<file path="src/rtl/sort_pkg.sv">
// Shared helpers for the bitonic sorting pipeline: stage count, legal lane
// counts and lane slicing.
package sort_pkg;

  localparam int unsigned MAX_N = 16;

  // Compare-exchange stages of a bitonic network over n lanes: k(k+1)/2, k = log2(n).
  function automatic int unsigned stage_count(input int unsigned n);
    int unsigned k;
    k = $clog2(n);
    return (k * (k + 1)) / 2;
  endfunction

  // Only power-of-two lane counts from 2 to MAX_N are supported.
  function automatic bit legal_n(input int unsigned n);
    return (n == 2) || (n == 4) || (n == 8) || (n == MAX_N);
  endfunction

  // Bit offset of lane i in a packed vector of w-bit lanes.
  function automatic int unsigned lane_lo(input int unsigned i, input int unsigned w);
    return i * w;
  endfunction

endpackage

</file>
<file path="src/rtl/sort_cmp_swap.sv">
// One compare-exchange cell. Orders (a, b) into (lo, hi): lo is the smaller
// key when desc = 0, the larger key when desc = 1. The key is {value, index};
// equal keys pass through unswapped.
module sort_cmp_swap #(
  parameter int unsigned W  = 8,
  parameter int unsigned IW = 2
) (
  input  logic [W-1:0]  a,
  input  logic [W-1:0]  b,
  input  logic          desc,
  input  logic [IW-1:0] idx_a,
  input  logic [IW-1:0] idx_b,
  output logic [W-1:0]  lo,
  output logic [W-1:0]  hi,
  output logic [IW-1:0] idx_lo,
  output logic [IW-1:0] idx_hi
);

  logic a_gt;
  logic a_lt;
  logic swap;

  assign a_gt = {a, idx_a} > {b, idx_b};
  assign a_lt = {a, idx_a} < {b, idx_b};
  assign swap = desc ? a_lt : a_gt;

  // Route the pair to its ordered positions.
  always_comb begin
    lo     = a;
    hi     = b;
    idx_lo = idx_a;
    idx_hi = idx_b;
    if (swap) begin
      lo     = b;
      hi     = a;
      idx_lo = idx_b;
      idx_hi = idx_a;
    end
  end

endmodule

</file>
<file path="src/rtl/sort_net_pipe.sv">
// Pipelined bitonic sorter: N lanes of W bits, one registered compare-exchange
// stage per network step, per-sample ascending/descending order, and a
// valid/ready handshake in which the whole pipe advances or holds together.
// Optional feature: SORT_NET_IDX_EN tags lanes with their input index, breaks
// ties on that index and presents the permutation on y_idx.
module sort_net_pipe
  import sort_pkg::*;
#(
  parameter int unsigned W = 8,
  parameter int unsigned N = 4
) (
  input  logic                       clk,
  input  logic                       rst,
  input  logic                       in_valid,
  output logic                       in_ready,
  input  logic                       in_desc,
  input  logic [N*W-1:0]             x,
  output logic                       out_valid,
  input  logic                       out_ready,
`ifdef SORT_NET_IDX_EN
  output logic [N*$clog2(N)-1:0]     y_idx,
`endif
  output logic [N*W-1:0]             y
);

  localparam int unsigned K  = $clog2(N);
  localparam int unsigned IW = $clog2(N);
  localparam int unsigned S  = stage_count(N);
  localparam int unsigned DW = N * W;
  localparam int unsigned XW = N * IW;

  if (!legal_n(N)) begin : g_bad_n
    $error("sort_net_pipe: N must be 2, 4, 8 or 16");
  end

  logic             adv;
  logic [S-1:0]     st_v;
  logic [S-1:0]     st_desc;
  logic [DW-1:0]    st_d    [S];
  logic [DW-1:0]    sin_d   [S];
  logic [S-1:0]     sin_desc;
  wire  [S*DW-1:0]  nx_d;
  wire              desc_unused;

`ifdef SORT_NET_IDX_EN
  logic [XW-1:0]    st_idx  [S];
  logic [XW-1:0]    sin_idx [S];
  logic [XW-1:0]    lane_tag;
  wire  [S*XW-1:0]  nx_idx;
`else
  wire  [S*XW-1:0]  idx_unused;
`endif

  assign adv         = !out_valid || out_ready;
  assign in_ready    = adv;
  assign out_valid   = st_v[S-1];
  assign y           = st_d[S-1];
  assign desc_unused = st_desc[S-1];
`ifdef SORT_NET_IDX_EN
  assign y_idx       = st_idx[S-1];
`endif

  // Stage inputs: the first stage reads the ports, later ones the previous register.
  always_comb begin
    sin_d[0]    = x;
    sin_desc[0] = in_desc;
    for (int s = 1; s < int'(S); s++) begin
      sin_d[s]    = st_d[s-1];
      sin_desc[s] = st_desc[s-1];
    end
`ifdef SORT_NET_IDX_EN
    for (int i = 0; i < int'(N); i++) begin
      lane_tag[i*IW +: IW] = IW'(i);
    end
    sin_idx[0] = lane_tag;
    for (int s = 1; s < int'(S); s++) begin
      sin_idx[s] = st_idx[s-1];
    end
`endif
  end

  // Bitonic network: merge phase p, step q compares lanes D = 2^(p-q) apart.
  for (genvar p = 0; p < K; p++) begin : g_p
    for (genvar q = 0; q <= p; q++) begin : g_q
      localparam int unsigned SI = (p * (p + 1)) / 2 + q;
      localparam int unsigned D  = 1 << (p - q);
      for (genvar i = 0; i < N; i++) begin : g_l
        if ((i & D) == 0) begin : g_cx
          localparam int unsigned J   = i + D;
          localparam logic        DIR = ((i >> (p + 1)) & 1) != 0;
          sort_cmp_swap #(.W(W), .IW(IW)) u_cx (
            .a      (sin_d[SI][lane_lo(i, W) +: W]),
            .b      (sin_d[SI][lane_lo(J, W) +: W]),
            .desc   (DIR ^ sin_desc[SI]),
`ifdef SORT_NET_IDX_EN
            .idx_a  (sin_idx[SI][lane_lo(i, IW) +: IW]),
            .idx_b  (sin_idx[SI][lane_lo(J, IW) +: IW]),
            .idx_lo (nx_idx[SI*XW + lane_lo(i, IW) +: IW]),
            .idx_hi (nx_idx[SI*XW + lane_lo(J, IW) +: IW]),
`else
            .idx_a  ('0),
            .idx_b  ('0),
            .idx_lo (idx_unused[SI*XW + lane_lo(i, IW) +: IW]),
            .idx_hi (idx_unused[SI*XW + lane_lo(J, IW) +: IW]),
`endif
            .lo     (nx_d[SI*DW + lane_lo(i, W) +: W]),
            .hi     (nx_d[SI*DW + lane_lo(J, W) +: W])
          );
        end
      end
    end
  end

  // Stage registers: shift together on advance, hold together on stall.
  always_ff @(posedge clk or posedge rst) begin
    if (rst) begin
      st_v    <= '0;
      st_desc <= '0;
      for (int s = 0; s < int'(S); s++) begin
        st_d[s] <= '0;
`ifdef SORT_NET_IDX_EN
        st_idx[s] <= '0;
`endif
      end
    end else if (adv) begin
      st_v[0] <= in_valid;
      for (int s = 1; s < int'(S); s++) begin
        st_v[s] <= st_v[s-1];
      end
      for (int s = 0; s < int'(S); s++) begin
        st_desc[s] <= sin_desc[s];
        st_d[s]    <= nx_d[s*DW +: DW];
`ifdef SORT_NET_IDX_EN
        st_idx[s]  <= nx_idx[s*XW +: XW];
`endif
      end
    end
  end

endmodule

</file>
<file path="config.mk">
export PLATFORM = sky130hd
export DESIGN_NAME = sort_net_pipe
export DESIGN_NICKNAME = d
export VERILOG_FILES = /design/src/rtl/sort_pkg.sv /design/src/rtl/sort_cmp_swap.sv /design/src/rtl/sort_net_pipe.sv
export SDC_FILE = /design/constraint.sdc
export NUM_CORES = 1
export LEC_CHECK = 0
export CAP_MARGIN = 20
export CELL_PAD_IN_SITES_DETAIL_PLACEMENT = 2
export CELL_PAD_IN_SITES_GLOBAL_PLACEMENT = 2
export CORE_MARGIN = 3
export CORE_UTILIZATION = 36
export CTS_CLUSTER_SIZE = 25
export DETAILED_ROUTE_END_ITERATION = 12
export PLACE_DENSITY_LB_ADDON = 0.1
export SLEW_MARGIN = 5
export SYNTH_ARGS = -nofsm -noshare
export SYNTH_HDL_FRONTEND = slang
export SYNTH_SLANG_ARGS = --single-unit
</file>
<file path="constraint.sdc">
create_clock -name clk -period 3.8 [get_ports clk]
set_input_delay 0.76 -clock clk [delete_from_list [all_inputs] [get_ports clk]]
set_output_delay 0.76 -clock clk [all_outputs]
set_load 0.1 [all_outputs]
</file>
==> qor.csv <==
metric,value,unit
pin count of the biggest net entering global routing,245,
P_sw,3.96,mW
final hold violation count,0,
DR WL/cell,21.0,um
GPL Wtd Cong,0.812,
later-pin clock latency in the skew report,0.36,ns
mean post-synth cell area,8.99,um^2
# H-tree levels,3,
WP buf/inv,1,
Hold WC Path Type,flip-flop to flip-flop,
setup bufs post-CTS,0,
hpwl dp,15700,um
GRT Resource Usage Total,0.217,
vias in the first global route,6550,
Final Non-Filler Cells,1007,
post-route cell area,0.00780,mm^2
placed insts,992,
WP data required,3.04,ns
Max rail drop VDD,628,uV
worst slack at placement,0.809,ns
die width,141,um
startpoint type of the worst setup path,flip-flop,
IO Port Bufs,70,
Slowest cell on crit path,clkdlybuf4s50_1,
post-route ant nets,0,
relative slew slack,0.267,
final period utilization,0.703,
Sequential Power Share,0.267,
CP arrival,1.91,ns
hold slack,0.479,ns
flop-to-flop setup slack,1.13,ns
PnR Total Power,7.59,mW
CTS tree,built,
"Core Util, Final",0.443,
clock share of power,0.129,
Sw Ratio,0.522,
most frequent cells in the layout,"209 x a21oi_1, 101 x dfrtp_1, 96 x mux2i_1",
RSZ-0062 raised after global routing,no,
initial core utilization,0.374,
Chip Height,141,um
Core Rows,48,
maxcap violations,0,
CP cell instances,clkdlybuf4s50_1,
minimum clock period,2.67,ns
PostCTS Resize Cnt,0,
layout cells sized above 1,0.0422,
final setup margin,1.13,ns
Seq cells post-synth,101,
slew of the pin with the lowest slew margin,1.10,ns
register area share after synthesis,0.384,
area grow syn2layout,18.5,%
clk slew on worst S/H paths,0.07,ns
kind of critical path,flip-flop to output pin,
Logic pwr share,0.604,
drc violations,0,
Root Buffer,clkbuf_16,
worst stage delay on the critical path,1.16,ns
Fin Setup TNS,0,ns
diode count,0,
outcome,completed,
drt pass-1 iters,4,
Max Fanout on Critical Path,3,
Cell Pwr Density,973,mW/mm^2
initial DRC count,266,
Post-Syn Instances,732,
via count,5681,
Slew Limit Fails,0,
Clock Path Buffers,2,
Leak Pwr,3.61,nW
drt total wl,21100,um
area of the core,0.0176,mm^2
Post-Syn Nets,817,
global-route wire length before repair,34500,um
Fmax achieved,374,MHz
Setup Skew,0.00784,ns
num ports,71,
dpl cell area,0.00750,mm^2
TritonCTS buffer count,9,
GR Overflow Total,0,
Synthesis Warnings,0,
nets,863,
post-synthesis cell type count,29,
"most common cell after layout, fill and taps aside",a21oi_1,
full die area,0.0199,mm^2
final setup vio count,0,
Vias per Instance,5.64,
Mapped Area,0.00658,mm^2
cell-internal power,3.62,mW
initial antenna violation count,0,
"delay-heaviest family, CP",buffers and inverters,
Sink Count,101,
CP endpoint kind,output pin,
hold-fix buffer count after cts,0,
[path summary, 6_finish.rpt]
path	endpoint	start	depth (start not counted)
setup / recovery	y[8]	y[8]	1
hold reg to reg	st_v[2]	st_v[1]	1
min in group asynchronous	y[0]	rst	2
max in group asynchronous	sin_d[0]	rst	3
setup reg to reg	y[8]	sin_d[9]	7
hold / removal	st_v[2]	st_v[1]	1
[power by group through the flow]
stage | logic [mW] | registers [mW] | clock network, mW
6_report | 4.58 | 2.02 | 0.978
2_1_floorplan | 2.30 | 3.02 | 0
3_5_place_dp | 4.59 | 2.05 | 0
3_3_place_gp | 4.33 | 1.99 | 0
4_1_cts | 4.63 | 2.03 | 0.990
5_1_grt | 4.98 | 2.09 | 1.04
[sequential cells by signal (all words and copies together), names as in the netlist]
name / count
st_desc: 2
st_v: 3
y: 32
sin_d: 64
[cells by family (layout without fill, tap and decap cells)]
kind of cell / count (synthesis) / in the layout / share of synthesized area
AOI/OAI and AO/OA: 253 / 253 / 0.211
and+or+nand+nor: 136 / 136 / 0.105
DFF: 101 / 101 / 0.384
muxes: 98 / 98 / 0.149
buffers and inverters: 96 / 146 / 0.0587
adders and majority gates: 48 / 48 / 0.0913
[Yosys cell counts, drive strengths merged]
library cell | count | area share
clkbuf | 24 | 0.014
a211oi | 9 | 0.010
a211o | 5 | 0.0067
a221oi | 1 | 0.0023
nand3 | 1 | 0.00076
o211ai | 8 | 0.0099
a21oi | 209 | 0.16
dfrtp | 101 | 0.38
nand2 | 12 | 0.0068
buf | 19 | 0.015
ha | 48 | 0.091
nand2b | 2 | 0.0019
and2 | 48 | 0.046
nor2 | 53 | 0.030
nor2b | 7 | 0.0067
nand4 | 12 | 0.011
a311o | 1 | 0.0015
and3 | 1 | 0.0017
o211a | 5 | 0.0076
o21ai | 8 | 0.0061
inv | 53 | 0.030
mux2i | 96 | 0.15
a21o | 6 | 0.0068
mux2 | 2 | 0.0034
a311oi | 1 | 0.0013
[worst register-to-register path: cells and delay by family (launching register included)]
| family | cells | cell delay (ns) |
|---|---|---|
| multiplexers | 1 | 0.31 |
| AO/OA/AOI/OAI | 3 | 1.28 |
| buffers and inverters | 1 | 0.10 |
| flip-flops | 1 | 0.44 |
| adder cells (fa/ha/maj) | 1 | 0.32 |
| AND/OR/NAND/NOR | 1 | 0.15 |
[layer usage]
layer / routed length (um) / track usage / vias to the layer above
met1: 9150 / 0.263 / 2926
met5: 0 / 0 / -
met2: 11400 / 0.407 / 58
met3: 365 / 0.0285 / 18
met4: 231 / 0.0484 / 0
li1: - / - / 2679
[area by class of cell]
| class | instances | area, um^2 |
|---|---|---|
| Multi-Input combinational cell | 535 | 3690 |
| Tap cell | 225 | 282 |
| Clock buffer | 12 | 256 |
| Fill cell | 1913 | 9800 |
| Timing Repair Buffer | 78 | 796 |
| Inverter | 53 | 201 |
| Clock inverter | 3 | 45.0 |
| Sequential cell | 101 | 2530 |
(Power assumes the default switching activity.)
